**src/rtl/uart_pkg.sv**
```systemverilog
// Shared UART constants and receiver state encoding; BAUD must match uart_tx.
package uart_pkg;
    localparam int BAUD = 12'hA2D;
    localparam int HALF = BAUD >> 1;

    typedef enum logic [1:0] {IDLE, START, DATA, STOP} rx_state_t;
endpackage

```
**src/rtl/sync2.sv**
```systemverilog
// Two-flop synchronizer for an asynchronous single-bit input, reset to RST_VAL.
module sync2 #(
    parameter logic RST_VAL = 1'b1
) (
    input  logic clk,
    input  logic rst_n,
    input  logic d,
    output logic q
);
    logic s1_q, s1_d;
    logic s2_q, s2_d;

    always_comb begin
        s1_d = d;
        s2_d = s1_q;
    end

    always_ff @(posedge clk) begin
        if (!rst_n) begin
            s1_q <= RST_VAL;
            s2_q <= RST_VAL;
        end else begin
            s1_q <= s1_d;
            s2_q <= s2_d;
        end
    end

    assign q = s2_q;
endmodule

```
**src/rtl/uart_rx.sv**
```systemverilog
// 8N1 UART receiver: single mid-bit sample per bit, sticky rdy, one-cycle frm_err pulse.
module uart_rx
    import uart_pkg::*;
#(
    parameter int BAUD_CLKS = uart_pkg::BAUD,
    parameter int HALF_CLKS = BAUD_CLKS >> 1
) (
    input  logic       clk,
    input  logic       rst_n,
    input  logic       rx,
    input  logic       clr_rdy,
    output logic [7:0] rx_data,
    output logic       rdy,
    output logic       frm_err
);
    localparam int CNT_W = $clog2(BAUD_CLKS);

    logic             rx_s2;
    logic             rx_prev_q, rx_prev_d;
    rx_state_t        state_q, state_d;
    logic [CNT_W-1:0] baud_cnt_q, baud_cnt_d;
    logic [3:0]       bit_cnt_q, bit_cnt_d;
    logic [7:0]       shift_q, shift_d;
    logic [7:0]       rx_data_q, rx_data_d;
    logic             rdy_q, rdy_d;
    logic             frm_err_q, frm_err_d;
    logic             tick;

    sync2 #(.RST_VAL(1'b1)) u_sync (
        .clk  (clk),
        .rst_n(rst_n),
        .d    (rx),
        .q    (rx_s2)
    );

    assign tick = (state_q != IDLE) && (baud_cnt_q == '0);

    always_comb begin
        rx_prev_d  = rx_s2;
        state_d    = state_q;
        baud_cnt_d = baud_cnt_q;
        bit_cnt_d  = bit_cnt_q;
        shift_d    = shift_q;
        rx_data_d  = rx_data_q;
        rdy_d      = rdy_q;
        frm_err_d  = 1'b0;

        if (clr_rdy) begin
            rdy_d = 1'b0;
        end

        if (state_q != IDLE) begin
            baud_cnt_d = tick ? CNT_W'(BAUD_CLKS - 1) : baud_cnt_q - CNT_W'(1);
        end

        unique case (state_q)
            IDLE: begin
                // Only a genuine 1->0 transition starts a frame, so a line stuck low never retriggers.
                if (rx_prev_q && !rx_s2) begin
                    state_d    = START;
                    baud_cnt_d = CNT_W'(HALF_CLKS - 1);
                    bit_cnt_d  = '0;
                    rdy_d      = 1'b0;
                end
            end
            START: begin
                if (tick) begin
                    state_d = rx_s2 ? IDLE : DATA;
                end
            end
            DATA: begin
                if (tick) begin
                    shift_d   = {rx_s2, shift_q[7:1]};
                    bit_cnt_d = bit_cnt_q + 4'd1;
                    if (bit_cnt_q == 4'd7) begin
                        state_d = STOP;
                    end
                end
            end
            STOP: begin
                if (tick) begin
                    if (rx_s2) begin
                        rx_data_d = shift_q;
                        rdy_d     = 1'b1;
                    end else begin
                        frm_err_d = 1'b1;
                    end
                    state_d = IDLE;
                end
            end
            default: state_d = IDLE;
        endcase
    end

    always_ff @(posedge clk) begin
        if (!rst_n) begin
            rx_prev_q  <= 1'b1;
            state_q    <= IDLE;
            baud_cnt_q <= '0;
            bit_cnt_q  <= '0;
            shift_q    <= '0;
            rx_data_q  <= '0;
            rdy_q      <= 1'b0;
            frm_err_q  <= 1'b0;
        end else begin
            rx_prev_q  <= rx_prev_d;
            state_q    <= state_d;
            baud_cnt_q <= baud_cnt_d;
            bit_cnt_q  <= bit_cnt_d;
            shift_q    <= shift_d;
            rx_data_q  <= rx_data_d;
            rdy_q      <= rdy_d;
            frm_err_q  <= frm_err_d;
        end
    end

    assign rx_data = rx_data_q;
    assign rdy     = rdy_q;
    assign frm_err = frm_err_q;
endmodule

```
**config.mk**
```make
export PLATFORM = sky130hd
export DESIGN_NAME = uart_rx
export DESIGN_NICKNAME = d
export VERILOG_FILES = /design/src/rtl/uart_pkg.sv /design/src/rtl/sync2.sv /design/src/rtl/uart_rx.sv
export SDC_FILE = /design/constraint.sdc
export NUM_CORES = 1
export LEC_CHECK = 0
export ABC_AREA = 1
export BUFFER_PORTS_ARGS = -buffer_cell sky130_fd_sc_hd__buf_2
export CAP_MARGIN = 20
export CORE_ASPECT_RATIO = 1.2
export CORE_MARGIN = 4
export CORE_UTILIZATION = 59
export CTS_BUF_LIST = sky130_fd_sc_hd__clkbuf_16
export DETAILED_ROUTE_END_ITERATION = 10
export PLACE_DENSITY = 0.78
export SYNTH_ARGS = -nofsm -noshare
export SYNTH_HDL_FRONTEND = slang
export SYNTH_HIERARCHICAL = 1
export SYNTH_SLANG_ARGS = --single-unit
```
**constraint.sdc**
```tcl
create_clock -name clk -period 2.1 [get_ports clk]
set_input_delay 0.63 -clock clk [delete_from_list [all_inputs] [get_ports clk]]
set_output_delay 0.63 -clock clk [all_outputs]
set_load 0.01 [all_outputs]
```
# Word level (Yosys, flattened, before mapping)
# Cells that the tools add are included.
# Widths: inputs -> output; s select.
# totals
register_bits	39
latch_bits	0
mem_bits_rw	0
rom_bits	0
out_inout_bits	10
wordCells	53
memories	0
# classes
n_addsub	2
multipliers	0
div_mod_pow	0
magnitude_cmp	0
eq_ne	9
n_shift	0
muxes	20
n_bitwise	0
reduce_logical	12
# op_table
cell	n
$mux 12	4
$logic_not 12->1	1
$mux 2	6
$sub 12x1->12 const B	1
$ne 2x2->1 const B	5
$reduce_and 3->1	3
$mux 4	2
$pmux 2 s4	1
$pmux 4 s2	1
$mux 1	5
$reduce_and 5->1	1
$add 4x1->4 const B	1
$eq 2x2->1 const B	2
$eq 4x3->1 const B	1
$reduce_bool 2->1	2
$eq 2x1->1 const B	1
$logic_and 1x1->1	2
$logic_not 2->1	1
$pmux 1 s2	1
$reduce_and 2->1	1
$logic_not 1->1	1

# Logic depth before layout (Yosys ltp)
# Gate-level depths: netlist (run 1).
# logic_depth
depth_word	6
depth_mapped	13
mapped_depth_nobuf	11

# Hierarchy
# Netlist (run 1), hierarchy kept.
# by_module_without_submodules
mod	n_inst	cells_per_inst	area_per_inst_um2	seq_area_each_um2
uart_rx	1	274	1878.1	740.7
sync2	1	6	55.1	40.0

# Worst setup path before layout (run 1)
# No wires, ideal clock.
# synth_path
kind	register to register
from	register state_q[0]
to	register rx_data_q[1], in the netlist rx_data[1]
setup_time_ps	113
t_arrival_ps	1525
required_ps	1987
path_slack_ps	462
path_stages_with_launch	13
path_buffers	2
cell_sequence	dfxtp_1 > inv_1 > ha_1 > buf_6 > clkinv_4 > nand2_4 > nor2_4 > nand3_4 > clkinv_2 > nand3_4 > buf_6 > nor2_1 > nor2_1
# synth_via
elab_chain_len	3
# synth_rtl
item	line_no	rtl
start: declaration	uart_rx.sv:20	rx_state_t state_q, state_d;
start signal: assignment	uart_rx.sv:107	state_q <= state_d;
$reduce_bool 2->1	uart_rx.sv:36	assign tick = (state_q != IDLE) && (baud_cnt_q == '0);
$logic_and 1x1->1	uart_rx.sv:36	
$reduce_and 3->1 (no line) *	--	
end signal: assignment	uart_rx.sv:111	rx_data_q <= rx_data_d;
end: declaration	uart_rx.sv:24	logic [7:0] rx_data_q, rx_data_d;
# Every way passes the cells marked *; elsewhere a longest branch is shown, timed or not.
# A chain may end at the register's enable or synchronous reset.

# Final worst setup path (run 1)
# layout_path
from	register state_q[0]
to	register bit_cnt_q[1]
# layout_via
elab_chain_len	4
# layout_rtl
item	line_no	rtl
$reduce_bool 2->1	uart_rx.sv:36	
$logic_and 1x1->1	uart_rx.sv:36	
$ne 2x2->1 (no line)	--	
$reduce_and 3->1 (no line)	--	
end signal: assignment	uart_rx.sv:109	bit_cnt_q <= bit_cnt_d;
end: declaration	uart_rx.sv:22	logic [3:0] bit_cnt_q, bit_cnt_d;
# Parallel ways exist; a longest one is shown, timed or not.

==> run metrics, run 1 <==
async set-reset flop share out of synthesis 0%; area share of fa/ha/maj cells after synthesis 4.53%; Tcrit/Tclk final 89.5%; status complete, no violations; Post-synth EDFFs 0; flop-to-flop setup slack 0.22 ns; Seq/Total Area, Yosys 40.4%; Final min period 1.88 ns; maximum root-to-sink buffer count 2; flops & latches, synth 39; Crit Path Max Fanout 10; grt ovf 0; Rel. slew slack 76.8%; Hold Vio Cnt, Final 0; worst min path class reg2reg; worst path arrival time 2.04 ns; Worst-path clk slew about 0.050 ns; Final nets 308; hold slack final 0.400 ns; vias 1735; initial core utilization between 60% and 70%; post-synthesis mux area share 0%; Slew Limit Fails 0; Total Wirelength 3740 um; element type at the critical path start flip-flop; RSZ-0062 raised after global routing false; Die H ~71 um; count leader, synth nand2_1; largest family of logic cells by synthesized area simple AND/OR/NAND/NOR gates; # setup viols final 0; pwr dens approximately 1200 nW/um^2; Peak VDD IR approximately 0.96 mV; Post-DP HPWL 2770 um; dpl cells between 300 and 400; vias per inst approximately 5.2; slew of the pin with the lowest slew margin 0.345 ns; Yosys top cell by area dfxtp_1; clock sinks 39; Core Area 3110 um^2; drt wl/cell 11.2 um; die area 4260 um^2; Synthesis Warnings 6; worst hold stages 2; # DRC 0; total track usage 19.6%; area growth from synthesis to layout 13.3%; Die W 60.3 um; R2R depth 10; Synth top area share 40.4%; Leakage 1.10 nW; initial antenna violation count 0; simple-gate area share of the yosys netlist 34.6%; ANT cells 0; Pwr Total 2.72 mW; Commonest cells post-synth nand2_1, nor2_1, inv_1, dfxtp_1; # port buffers 13; share of layout cells above drive strength 1 13.8%; first-pass GRT wire length around 6500 um; io pins 14; GP Congestion 0.903; Max H-tree Level 2; Hold Crit Endpoint u_sync/q; CTS tree yes; Clock Latency Late Sink 0.28 ns; Synth Area in XOR/XNOR 0%; Worst R2R Start state_q[0]; Most used DFF post-synth dfxtp_1; antenna-violating nets left 0; total iterations of the first detailed-routing run 4; Compound-Gate Fraction of Synth Area under 10%; mean post-synth cell area between 6 and 7 um^2; Num CTS Buffers 5; First DRT Iteration DRCs 88; dominant cells by area after synthesis dfxtp_1, nand2_1, nor2_1; Root Buffer clkbuf_16; Synth cell types 32; pin count of the biggest net entering global routing 17; worst setup path class reg2reg; Setup Skew approximately 0.0047 ns; min-delay src u_sync/s1_q; vias in the first global route 1645; Setup TNS 0 ns; Synth Cell Area 1930 um^2; cts hold-fix bufs 0; row count 22; CP endpoint kind flip-flop; syn_nets 291; Mapped Cells between 200 and 300; Max Cap Viol 0; RR Endpoint bit_cnt_q[1]; Non-Filler Instances 334; f_max 532 MHz; WP data required 2.26 ns
-- what timing repair did --
item | 4_1_cts | 5_1_grt
setup buffers | 0 | 0
endpoints found under the setup margin | 0 | 4
resized for setup | 0 | 2
-- critical path, stage by stage (launching register included) --
cell and delay, ns:
dfxtp_1 0.41, inv_1 0.09, ha_1 0.32, clkinv_4 0.12
nand2_1 0.05, nor2_1 0.12, nand3_2 0.23, nand2_2 0.16
nand2_1 0.11, nand2_1 0.08, a21oi_1 0.06
-- per-stage QoR --
| step | area (um^2) | setup WS, ns | utilization, % |
|---|---|---|---|
| detailed placement | 2020 | 0.210 | 64.9 |
| finish | 2190 | 0.221 | 70.4 |
| floorplan | 1930 | 0.462 | - |
| global route | 2190 | 0.00802 | 70.4 |
| CTS | 2180 | 0.209 | 70.2 |
| global placement | 2020 | 0.289 | 64.9 |
-- registers in the layout (all words and copies together) (netlist names), named ones only --
register / flops
u_sync/s1_q: 1
rx_prev_q: 1
rdy: 1
baud_cnt_q: 12
bit_cnt_q: 4
frm_err: 1
shift_q: 8
u_sync/q: 1
state_q: 1
rx_data: 8
-- layout by cell type, fill, tap and decap left out, types with 3 or more instances in the layout --
cell type,count
a21oi_1,14
nand3_1,15
nand2_2,4
ha_1,7
nand4_1,4
nor2_1,51
clkbuf_16,5
buf_2,13
dfxtp_1,39
inv_1,40
nand2_1,62
o21ai_0,13
inv_2,3
-- area by class of cell --
cell class / count / area (um^2)
clock buffer: 5 / 125
timing repair buffer: 15 / 80.1
fill: 275 / 921
multi-input combinational: 190 / 941
tap: 36 / 45.0
clock inverter: 3 / 38.8
inverter: 46 / 179
sequential: 39 / 781
-- worst max-delay path by stage --
stage               start      endpoint  cells after the start
2_1_floorplan  state_q[0]    rx_data[1]                     12
3_3_place_gp   state_q[0]  bit_cnt_q[3]                     10
3_5_place_dp   state_q[0]  bit_cnt_q[1]                     10
4_1_cts        state_q[0]  bit_cnt_q[1]                     10
5_1_grt        state_q[0]  bit_cnt_q[1]                     10
6_report       state_q[0]  bit_cnt_q[1]                     10
-- where the power goes --
part	leakage, nW	total [mW]	switching (mW)	internal [mW]
Sequential	0.317	0.899	0.0610	0.838
Combinational	0.701	0.980	0.656	0.325
Clock	0.0812	0.837	0.284	0.553
Total	1.10	2.72	1.00	1.72
-- cell families after synthesis --
| family | count (synthesis) |
|---|---|
| AND/OR/NAND/NOR | 149 |
| buffers and inverters | 51 |
| flip-flops | 39 |
| AO/OA/AOI/OAI | 34 |
| adder cells (fa/ha/maj) | 7 |
-- layer usage --
metal | global-route usage [%] | wire, um | up-vias
met2 | 36.3 | 1940 | 23
met1 | 20.0 | 1600 | 798
met4 | 9.11 | 103 | 0
met3 | 4.38 | 96 | 10
met5 | 0 | 0 | -
li1 | - | - | 904
No activity file was read; power rests on OpenSTA's default activity.
==> run 2, diff against run 1 <==
--- a/config.mk
+++ b/config.mk
@@ -11,7 +11,6 @@
 export CORE_ASPECT_RATIO = 1.2
 export CORE_MARGIN = 4
 export CORE_UTILIZATION = 59
-export CTS_BUF_LIST = sky130_fd_sc_hd__clkbuf_16
 export DETAILED_ROUTE_END_ITERATION = 10
 export PLACE_DENSITY = 0.78
 export SYNTH_ARGS = -nofsm -noshare
==> run metrics, run 2 (synthesized netlist as in run 1, its figures left out) <==
status complete, no violations; critical path's most frequent cell nand2_1; # DRC 0 (unchanged); total iterations of the first detailed-routing run 4 (unchanged); Max H-tree Level 2 (unchanged); Slew Limit Fails 0 (unchanged); R2R depth 10 (unchanged); P_int 1.44 mW (-16%); Num CTS Buffers 5 (unchanged); worst min path class reg2reg; ANT cells 0 (unchanged); Worst-path clk slew 0.11 ns (+0.06 ns); worst path arrival time 2.07 ns (+0.03 ns); maximum root-to-sink buffer count 2 (unchanged); total track usage 19.2% (-0.46 points); pin count of the biggest net entering global routing 17 (unchanged); first-pass GRT wire length 6320 um (-3.4%); CP Buf/Inv Count 2 (unchanged); worst setup path class reg2reg; Max Cap Viol 0 (unchanged); First DRT Iteration DRCs 108 (+23%); Setup TNS 0 ns (unchanged); Clock Latency Late Sink 0.34 ns (+0.06 ns); min-delay src u_sync/s1_q; final instance area 2110 um^2 (-3.8%); clock sinks 39 (unchanged); RR Endpoint bit_cnt_q[3]; CTS tree yes; drt wl/cell 11.1 um (-0.91%); worst setup margin 0.266 ns (+0.0446 ns); Final nets 308 (unchanged); initial core utilization 62.1% (unchanged); Worst R2R Start state_q[0]; Hold Crit Endpoint u_sync/q; CP endpoint kind flip-flop; Root Buffer clkbuf_4; area growth from synthesis to layout 9.00%; Peak VDD IR 0.857 mV (-11%); die area 4260 um^2 (unchanged); element type at the critical path start flip-flop; grt ovf 0 (unchanged); share of layout cells above drive strength 1 13.8% (unchanged); Leakage 1.07 nW (-3.0%); Die W 60.3 um (unchanged); row count 22 (unchanged); WP data required 2.34 ns (+0.08 ns); Sw Share 39.9% (+3.1 points); Core Area 3110 um^2 (unchanged); worst hold stages 2 (unchanged); GP Congestion 0.903 (unchanged); initial antenna violation count 0 (unchanged); Post-DP HPWL 2770 um (unchanged); Flop pwr share 37.5% (+4.4 points); dpl cells 326 (unchanged); flop-to-flop setup slack 0.27 ns (+0.04 ns); # setup viols final 0 (unchanged); Crit Path Max Fanout 10 (unchanged); f_max 545 MHz (+2.4%); pwr dens 1140 nW/um^2 (-8.4%); io pins 14 (unchanged); Total Wirelength 3700 um (-0.91%); Tcrit/Tclk final 87.3% (-2.1 points); antenna-violating nets left 0 (unchanged); Place WS 0.210 ns (unchanged); vias in the first global route 1571 (-4.5%); crit-path cells inv_1, ha_1, clkinv_4, nand2_1, nor2_1, nand3_2, nand2_1, nand2_1, nand2_1, a21oi_1; Setup Skew 0.00696 ns (+0.00227 ns); Final min period 1.83 ns (-0.0446 ns); critical path's slowest cell dfxtp_2; Rel. slew slack 77.1% (+0.31 points); RSZ-0062 raised after global routing false; CP peak stage delay 0.39 ns (-0.02 ns); Switch Pwr 957 uW (-4.4%); max reg flops 12 (unchanged); cell family with most CP delay simple AND/OR/NAND/NOR gates; vias per inst 5.17 (-0.52%); Gate power share 40.5% (+4.4 points); Most flops, register baud_cnt_q; Die H 70.7 um (unchanged); commonest non-fill, non-tap cell in the layout nand2_1; slew of the pin with the lowest slew margin 0.341 ns (-0.00457 ns); Clock power frac 22.0% (-8.8 points); Hold Vio Cnt, Final 0 (unchanged); most frequent cells in the layout nand2_1, nor2_1, inv_1, dfxtp_1; vias 1726 (-0.52%); # port buffers 13 (unchanged); Non-Filler Instances 334 (unchanged); placed cell areas 2020 um^2 (unchanged)
run 2: area by class of cell:
type	instances	area, um^2
fill	291	1000
tap	36	45.0
clock buffer	6	51.3
inverter	46	179
timing repair buffer	15	80.1
sequential	39	782
multi-input combinational	190	935
clock inverter	2	35.0
run 2: worst max path at each step:
stage | start | slack [ns] | cells after the start | endpoint
after floorplan | state_q[0] | 0.46 | 12 | rx_data[1]
after CTS | state_q[0] | 0.21 | 10 | bit_cnt_q[1]
after global routing | state_q[0] | 0.07 | 10 | bit_cnt_q[1]
after detailed placement | state_q[0] | 0.21 | 10 | bit_cnt_q[1]
final | state_q[0] | 0.27 | 10 | bit_cnt_q[3]
after global placement | state_q[0] | 0.29 | 10 | bit_cnt_q[3]
run 2: worst register-to-register path, cell delays in order, from the launching register on:
cell and delay, ns:
dfxtp_2 0.39, inv_1 0.08, ha_1 0.31, clkinv_4 0.12, nand2_1 0.05, nor2_1 0.12
nand3_2 0.21, nand2_1 0.19, nand2_1 0.12, nand2_1 0.08, a21oi_1 0.06
run 2: routing by layer:
metal	GRT usage [%]	share of wire (%)	up-vias	wire length, um
met5	0	0	-	0
met4	8.87	2.6	0	95
met3	4.56	3.2	11	117
met2	34.0	52	27	1920
met1	20.7	42	785	1570
li1	-	-	903	-
run 2: power by group through the flow:
stage | logic, mW | clock network [mW] | registers, mW
floorplan | 0.822 | 0 | 0.902
global placement | 0.954 | 0 | 0.913
detailed placement | 0.962 | 0 | 0.915
CTS | 0.968 | 0.536 | 0.898
global route | 1.11 | 0.577 | 0.913
finish | 0.970 | 0.527 | 0.899
run 2: what timing repair did:
action / 4_1_cts / 5_1_grt
setup endpoints to repair: 0 / 5
buffers inserted: 0 / 0
hold buffers: 0 / 0
resized for setup: 0 / 1
run 2: metrics by stage:
stage / hold slack, ns / power, mW / util (%)
2_1_floorplan: 0.380 / 1.72 / -
3_3_place_gp: 0.384 / 1.87 / 64.9
3_5_place_dp: 0.389 / 1.88 / 64.9
4_1_cts: 0.415 / 2.40 / 67.7
5_1_grt: 0.432 / 2.60 / 67.7
6_report: 0.414 / 2.40 / 67.7
==> run 3, diff against run 2 <==
--- a/config.mk
+++ b/config.mk
@@ -11,8 +11,10 @@
 export CORE_ASPECT_RATIO = 1.2
 export CORE_MARGIN = 4
 export CORE_UTILIZATION = 59
+export CTS_CLUSTER_SIZE = 14
 export DETAILED_ROUTE_END_ITERATION = 10
 export PLACE_DENSITY = 0.78
+export SETUP_SLACK_MARGIN = 0.3
 export SYNTH_ARGS = -nofsm -noshare
 export SYNTH_HDL_FRONTEND = slang
 export SYNTH_HIERARCHICAL = 1
==> run metrics, run 3 (synthesized netlist as in run 1, its figures left out) <==
Worst-path clk slew 0.12 ns (about the same); CP endpoint kind flip-flop; worst min path class reg2reg; Final nets 308 (unchanged); status complete, no violations; worst setup margin 0.426 ns (+0.160 ns); placed cell areas 2020 um^2 (unchanged); Hold Vio Cnt, Final 0 (unchanged); area growth from synthesis to layout 10.7%; share of layout cells above drive strength 1 15.4% (+1.7 points); Max H-tree Level 2 (unchanged); Post-DP HPWL 2770 um (unchanged); vias in the first global route 1593 (+1.4%); GP Congestion 0.903 (unchanged); row count 22 (unchanged); postcts setup bufs 0 (unchanged); pin count of the biggest net entering global routing 17 (unchanged); antenna-violating nets left 0 (unchanged); worst path arrival time 1.95 ns (-0.12 ns); drt wl/cell 11.3 um (+1.7%); Clock Latency Late Sink 0.34 ns (about the same); first-pass GRT wire length 6400 um (+1.2%); most frequent cells in the layout nand2_1, nor2_1, inv_1, dfxtp_1, nand3_1; Die H 70.7 um (unchanged); initial core utilization 62.1% (unchanged); total track usage 19.5% (+0.29 points); initial antenna violation count 0 (unchanged); Core Area 3110 um^2 (unchanged); Root Buffer clkbuf_4; pwr dens 1150 nW/um^2 (+1.1%); # port buffers 13 (unchanged); # DRC 0 (unchanged); Rel. slew slack 77.1% (about the same); First DRT Iteration DRCs 104 (-3.7%); Leakage 1.07 nW (+0.19%); RSZ-0062 raised after global routing false; Setup Skew 0.00628 ns (-0.000674 ns); Num CTS Buffers 5 (unchanged); # setup viols final 0 (unchanged); max reg flops 12 (unchanged); clock sinks 39 (unchanged); grt ovf 0 (unchanged); Die W 60.3 um (unchanged); commonest non-fill, non-tap cell in the layout nand2_1; ANT cells 0 (unchanged); cts hold-fix bufs 0 (unchanged); Final min period 1.67 ns (-0.160 ns); io pins 14 (unchanged); worst setup path class reg2reg; WP data required 2.38 ns (+0.04 ns); Slew Limit Fails 0 (unchanged); Total Wirelength 3760 um (+1.7%); Crit Path Max Fanout 10 (unchanged); total iterations of the first detailed-routing run 4 (unchanged); f_max 597 MHz (+9.6%); element type at the critical path start flip-flop; Tcrit/Tclk final 79.7% (-7.6 points); maximum root-to-sink buffer count 2 (unchanged); Peak VDD IR 0.864 mV (+0.72%); vias 1718 (-0.46%); die area 4260 um^2 (unchanged); Setup TNS 0 ns (unchanged); slew of the pin with the lowest slew margin 0.341 ns (-0.00000453 ns); Place WS 0.210 ns (unchanged); Max Cap Viol 0 (unchanged); vias per inst 5.14 (-0.46%); final instance area 2140 um^2 (+1.6%); Most flops, register baud_cnt_q; CTS tree yes
run 3: per-stage QoR:
stage               std cells  hold WS, ns  total power, mW  util, %
floorplan                 280        0.380             1.72        -
global placement          326        0.384             1.87     64.9
detailed placement        326        0.389             1.88     64.9
CTS                       334        0.415             2.41     67.8
global route              334        0.432             2.67     68.8
finish                    334        0.415             2.46     68.8
run 3: area by class of cell:
cell class	instances	area [um^2]
fillers	283	970
multi-input cells	190	966
flip-flops and latches	39	785
inverters	46	179
repair buffers	15	80.1
clock buffers	6	51.3
well taps	36	45.0
clock inverters	2	35.0
run 3: repair_timing:
item | 4_1_cts | 5_1_grt
setup endpoints to repair | 21 | 23
gates resized for setup | 2 | 7
pin swaps | 0 | 0
run 3: report_power, final:
part / total, mW / switching, mW / internal, mW
sequential: 0.901 / 0.0614 / 0.840
combinational: 1.03 / 0.686 / 0.347
clock: 0.526 / 0.245 / 0.281
total: 2.46 / 0.992 / 1.47
run 3: worst paths after layout:
check,slack (ns),to,cells past startpoint,from
max reg2reg,0.43,shift_q[7],10,flip-flop
min reg2reg,0.41,u_sync/q,2,u_sync/s1_q
min,0.41,u_sync/q,2,u_sync/s1_q
max,0.43,shift_q[7],10,flip-flop
run 3: metal layers:
metal	GRT usage, %	wire length (um)	vias to the layer above
met5	0	0	-
met4	8.37	88	0
met3	5.66	108	8
met2	34.1	1940	21
met1	21.0	1630	784
li1	-	-	905
run 3: critical path, stage by stage (launching register included):
cell and delay [ns]:
dfxtp_1 0.38, inv_1 0.11, ha_4 0.21, clkinv_4 0.08
nand2_4 0.06, nor2_4 0.11, nand3_4 0.12, nor2_1 0.15
buf_4 0.18, o21ai_0 0.07, a21oi_1 0.14
